`src/rtl/vga_timing_gen_if.sv`:
```
// rtl/vga_timing_gen_if.sv - VGA timing stream bundle between the timing generator and the draw stages.
interface vga_if;
    logic [10:0] hcount;
    logic [10:0] vcount;
    logic        hsync;
    logic        vsync;
    logic        hblnk;
    logic        vblnk;
    logic [11:0] rgb;

    modport out  (output hcount, vcount, hsync, vsync, hblnk, vblnk, rgb);
    modport sink (input  hcount, vcount, hsync, vsync, hblnk, vblnk, rgb);
endinterface

```
`src/rtl/vga_timing_gen.sv`:
```
// rtl/vga_timing_gen.sv - VGA pixel/line counters with registered, zero-skew sync and blank flags.
module vga_timing_gen #(
    parameter int HACTIVE = 800,
    parameter int HFP     = 40,
    parameter int HSW     = 128,
    parameter int HTOTAL  = 1056,
    parameter int VACTIVE = 600,
    parameter int VFP     = 1,
    parameter int VSW     = 4,
    parameter int VTOTAL  = 628
) (
    input  logic  clk,
    input  logic  rst,
    input  logic  en,
    vga_if.out    out,
    output logic  frame_start
);

    if (!((HACTIVE + HFP + HSW < HTOTAL) && (HTOTAL <= 2048))) begin : g_bad_h
        $error("vga_timing_gen: horizontal timing parameters out of range");
    end
    if (!((VACTIVE + VFP + VSW < VTOTAL) && (VTOTAL <= 2048))) begin : g_bad_v
        $error("vga_timing_gen: vertical timing parameters out of range");
    end

    localparam logic [10:0] H_LAST   = 11'(HTOTAL - 1);
    localparam logic [10:0] V_LAST   = 11'(VTOTAL - 1);
    localparam logic [10:0] H_ACT    = 11'(HACTIVE);
    localparam logic [10:0] V_ACT    = 11'(VACTIVE);
    localparam logic [10:0] HS_START = 11'(HACTIVE + HFP);
    localparam logic [10:0] HS_END   = 11'(HACTIVE + HFP + HSW);
    localparam logic [10:0] VS_START = 11'(VACTIVE + VFP);
    localparam logic [10:0] VS_END   = 11'(VACTIVE + VFP + VSW);

    logic [10:0] hcount_q, hcount_d;
    logic [10:0] vcount_q, vcount_d;
    logic        hsync_q, hsync_d;
    logic        vsync_q, vsync_d;
    logic        hblnk_q, hblnk_d;
    logic        vblnk_q, vblnk_d;
    logic        frame_start_q, frame_start_d;

    always_comb begin
        hcount_d      = hcount_q;
        vcount_d      = vcount_q;
        frame_start_d = 1'b0;
        if (en) begin
            if (hcount_q == H_LAST) begin
                hcount_d = 11'd0;
                if (vcount_q == V_LAST) begin
                    vcount_d      = 11'd0;
                    frame_start_d = 1'b1;
                end else begin
                    vcount_d = vcount_q + 11'd1;
                end
            end else begin
                hcount_d = hcount_q + 11'd1;
            end
        end
        // Flags decode the next counts so they line up with the counts they accompany.
        hblnk_d = (hcount_d >= H_ACT);
        hsync_d = (hcount_d >= HS_START) && (hcount_d < HS_END);
        vblnk_d = (vcount_d >= V_ACT);
        vsync_d = (vcount_d >= VS_START) && (vcount_d < VS_END);
    end

    always_ff @(posedge clk or posedge rst) begin
        if (rst) begin
            hcount_q      <= 11'd0;
            vcount_q      <= 11'd0;
            hsync_q       <= 1'b0;
            vsync_q       <= 1'b0;
            hblnk_q       <= 1'b0;
            vblnk_q       <= 1'b0;
            frame_start_q <= 1'b0;
        end else begin
            hcount_q      <= hcount_d;
            vcount_q      <= vcount_d;
            hsync_q       <= hsync_d;
            vsync_q       <= vsync_d;
            hblnk_q       <= hblnk_d;
            vblnk_q       <= vblnk_d;
            frame_start_q <= frame_start_d;
        end
    end

    assign out.hcount  = hcount_q;
    assign out.vcount  = vcount_q;
    assign out.hsync   = hsync_q;
    assign out.vsync   = vsync_q;
    assign out.hblnk   = hblnk_q;
    assign out.vblnk   = vblnk_q;
    assign out.rgb     = 12'h000;
    assign frame_start = frame_start_q;

endmodule

```
`src/flat_wrapper.sv`:
```
// flat-port wrapper written by rule: the top's interface ports become plain ports
module vga_timing_gen_flat 
#(
    parameter int HACTIVE = 800,
    parameter int HFP     = 40,
    parameter int HSW     = 128,
    parameter int HTOTAL  = 1056,
    parameter int VACTIVE = 600,
    parameter int VFP     = 1,
    parameter int VSW     = 4,
    parameter int VTOTAL  = 628
)
  (clk, rst, en, frame_start, out_hcount, out_vcount, out_hsync, out_vsync, out_hblnk, out_vblnk, out_rgb);
  vga_if out_i ();
  input  logic clk;
  input  logic rst;
  input  logic en;
  output logic frame_start;
  output wire logic [$bits(out_i.hcount)-1:0] out_hcount;
  output wire logic [$bits(out_i.vcount)-1:0] out_vcount;
  output wire logic [$bits(out_i.hsync)-1:0] out_hsync;
  output wire logic [$bits(out_i.vsync)-1:0] out_vsync;
  output wire logic [$bits(out_i.hblnk)-1:0] out_hblnk;
  output wire logic [$bits(out_i.vblnk)-1:0] out_vblnk;
  output wire logic [$bits(out_i.rgb)-1:0] out_rgb;
  assign out_hcount = out_i.hcount;
  assign out_vcount = out_i.vcount;
  assign out_hsync = out_i.hsync;
  assign out_vsync = out_i.vsync;
  assign out_hblnk = out_i.hblnk;
  assign out_vblnk = out_i.vblnk;
  assign out_rgb = out_i.rgb;
  vga_timing_gen #(.HACTIVE(HACTIVE), .HFP(HFP), .HSW(HSW), .HTOTAL(HTOTAL), .VACTIVE(VACTIVE), .VFP(VFP), .VSW(VSW), .VTOTAL(VTOTAL)) u_core (.clk(clk), .rst(rst), .en(en), .out(out_i), .frame_start(frame_start));
endmodule
```
`config.mk`:
```
export PLATFORM = sky130hd
export DESIGN_NAME = vga_timing_gen_flat
export DESIGN_NICKNAME = d
export VERILOG_FILES = /design/src/rtl/vga_timing_gen_if.sv /design/src/rtl/vga_timing_gen.sv /design/src/flat_wrapper.sv
export SDC_FILE = /design/constraint.sdc
export NUM_CORES = 1
export LEC_CHECK = 0
export BUFFER_PORTS_ARGS = -buffer_cell sky130_fd_sc_hd__buf_2
export CORE_ASPECT_RATIO = 1.4
export CORE_UTILIZATION = 53
export CTS_CLUSTER_SIZE = 14
export DETAILED_ROUTE_END_ITERATION = 8
export GPL_ROUTABILITY_DRIVEN = 0
export PLACE_DENSITY = 0.79
export RECOVER_POWER = 100
export SYNTH_ARGS = -nofsm -noshare
export SYNTH_HDL_FRONTEND = slang
export SYNTH_SLANG_ARGS = --single-unit
```
`constraint.sdc`:
```
create_clock -name clk -period 2 [get_ports clk]
set_input_delay 0.4 -clock clk [delete_from_list [all_inputs] [get_ports clk]]
set_output_delay 0.4 -clock clk [all_outputs]
set_load 0.02 [all_outputs]
```
==> reports/summary.txt <==
RSZ-0062 raised after global routing: true
status: finished, violations left
fin crit period: 2.017 ns
Setup TNS: -0.01699 ns
Via-to-Cell Ratio: 5.881
Die H: 68.97 um
dpl hpwl: 3137 um
Remaining Overflow, GRT: 0
CTS tree: built
Fill cells: 223
largest net degree at the start of global routing: 28
site row count: 23
Final ANT Viol Nets: 0
wire per inst: 16.35 um
Setup CP Type: reg2reg
cell leakage power: 0.001005 uW
Top Usage Layer GRT: met2
CTS Hold Bufs: 0
H-tree depth: 1
DRT Pass-1 Iters: 5
initial core utilization: 57.28%
Syn Inst Count: 184
Worst setup SP type: register
GRT Resource Usage Total: 25.92%
fraction of layout cells with a size suffix above 1: 31.67%
period utilisation layout: 100.8%
Pwr Total: 1612 uW
final hold violation count: 0
failing checks: capacitance limit, slew limit, setup timing
DIE AREA: 0.003437 mm^2
Most used DFF post-synth: dfrtp_1
first-pass GRT wire length: 6727 um
Synth area leaders: dfrtp_1 (40%), buf_4 (5.3%), xnor2_1 (4.6%), nand2_1 (4.0%), and3_1 (2.9%)
distinct cell type count after synthesis: 53
slew at the pin closest to its max-slew limit: 1.546 ns
post-synthesis register bit count: 27
Slew Limit Fails: 28
clk slew on worst S/H paths: 0.10 ns
clk_skew: 0.002193 ns
vias in the first global route: 1526
Arr. time, crit path: 2.24 ns
CTS Buf Count: 3
leading cell types by count after synthesis: dfrtp_1 (27), nand2_1 (18), buf_4 (12)
most frequent cell after synthesis: dfrtp_1
Clock Tree Buf Depth: 2
Required @ worst endpoint: 2.22 ns
CP endpoint kind: register
DRT Wirelength: 4530 um
CTS sink cnt: 27
Worst-Skew Late Latency: 0.28 ns
met3 Track Usage GR: 3.289%
CP max stage delay: 0.43 ns
initial antenna violation count: 0
Async S/R FF share, synth: 100.0%
Critical-path top delay cell: dfrtp_1
synth warn: 0
die width: 49.84 um
boundary pin count: 42
Core Area: 0.002964 mm^2
Via Count: 1629
Area Growth Syn to Fin: 26.90%
met2 Usage GRT: 48.99%
antenna cells: 0
maximum vdd drop: 0.0008973 V
final net count: 246
initial DRC count: 59
# setup viols final: 1
root buffer cell: clkbuf_8
Port Buf Inserts: 29
met1 Resource Use GR: 27.81%
sequential-to-total area share from yosys stat: 39.79%
average size of a mapped cell: 9.228 um^2
EDFF count, synth: 0
drt drc: 0
CP cell instances: nor4b_4 -> and4b_2 -> buf_4 -> nand4_2 -> a211oi_2 -> and3b_1 -> o2111a_1
worst rel slew slack: -3.084%
Fmax: 495.8 MHz
area of the mapped netlist: 0.001698 mm^2
CP Max Fanout: 5
pwr dens: 748.0 mW/mm^2
max-cap viol count: 1
post-synth top area share: 39.79%
HP Class: in2reg
top cell type by total area after synthesis: dfrtp_1
setup ws final: -0.01699 ns
[report_power, final]
| part | switching [uW] | leakage (uW) | internal (uW) |
|---|---|---|---|
| Clock | 181 | 0.0000228 | 143 |
| Combinational | 362 | 0.000622 | 258 |
| Sequential | 58.5 | 0.000360 | 610 |
[worst max-delay path: cells and delay by family (launching register included)]
kind            cells  cell delay, ns
flops               1            0.43
compound gates      2            0.43
simple gates        4            0.95
buf+inv             1            0.15
[repair_timing]
| action | CTS | global route |
|---|---|---|
| gates cloned | 0 | 1 |
| setup endpoints to repair | 2 | 3 |
| pin swaps | 1 | 7 |
| gates resized for setup | 2 | 22 |
| setup buffers | 1 | 6 |
[cell families (layout without fill, tap and decap cells)]
kind of cell,Yosys count,count (layout),share of synthesized area [%]
adder cells (fa/ha/maj),2,2,1.474
buffers and inverters,29,74,10.61
other,1,12,0.2209
XOR/XNOR,13,13,6.706
multiplexers,2,2,1.326
AO/OA/AOI/OAI,35,35,14.37
flip-flops,27,27,39.79
AND/OR/NAND/NOR,75,75,25.50
[metrics by stage]
step | setup slack, ns | instance area [um^2] | utilization (%) | instances | hold slack, ns
after detailed placement | 0.001851 | 1964 | 66.27 | 265 | 0.4833
after global routing | -0.1286 | 2155 | 72.69 | 277 | 0.4804
final | -0.01699 | 2155 | 72.69 | 277 | 0.4640
after CTS | 0.01621 | 2021 | 68.17 | 270 | 0.1812
after floorplan | 0.00002909 | 1739 | - | 195 | 0.4527
after global placement | 0.06260 | 1964 | 66.27 | 265 | 0.4700
[placed cells by master (no fill, tap or decap), drive strengths merged, types with 4 or more instances in the layout]
cell	Yosys	routed
buf	18	47
dfrtp	27	27
nand2	18	18
clkbuf	2	18
conb	1	12
nor2	11	11
xnor2	9	9
inv	9	9
o21ai	9	9
nand3	9	9
and3	8	8
nand4	7	7
a21oi	6	6
xor2	4	4
[routing by layer]
| layer | up-vias | part of all wire (%) | routed length, um |
|---|---|---|---|
| li1 | 744 | - | - |
| met1 | 782 | 37 | 1668 |
| met2 | 81 | 55 | 2473 |
| met3 | 22 | 4.1 | 185 |
| met4 | 0 | 4.5 | 203 |
| met5 | - | 0 | 0 |
[final cells by class]
cell class	count	area, um^2	share of cell area (%)
multi-input cells	139	985.9	45.76
inverters	9	33.78	1.568
flip-flops and latches	27	676.9	31.42
clock buffers	4	45.04	2.091
well taps	37	46.29	2.149
repair buffers	61	366.6	17.02
[state kept, by name, indices dropped and copies added, names as in the netlist]
signal / count
u_core.out.hblnk: 1
u_core.out.hsync: 1
u_core.out.vsync: 1
u_core.out.vcount: 11
u_core.out.hcount: 11
u_core.out.vblnk: 1
u_core.frame_start: 1
[path summary, 6_finish.rpt]
kind                       depth (start not counted)  slack [ns]                      startpoint                         endpoint
hold / removal                                     2        0.46                              en   u_core.out.hcount[1]$_DFF_PP0_
setup reg to reg                                   7       -0.02  u_core.out.hcount[5]$_DFF_PP0_       u_core.out.vsync$_DFF_PP0_
setup / recovery                                   7       -0.02  u_core.out.hcount[5]$_DFF_PP0_       u_core.out.vsync$_DFF_PP0_
max in group asynchronous                          3        0.36                             rst   u_core.out.vcount[3]$_DFF_PP0_
min in group asynchronous                          3        0.63                             rst  u_core.out.hcount[10]$_DFF_PP0_
hold reg to reg                                    1        0.56  u_core.out.vcount[4]$_DFF_PP0_   u_core.out.vcount[4]$_DFF_PP0_
Note: power is estimated with default switching activity, not from simulation.
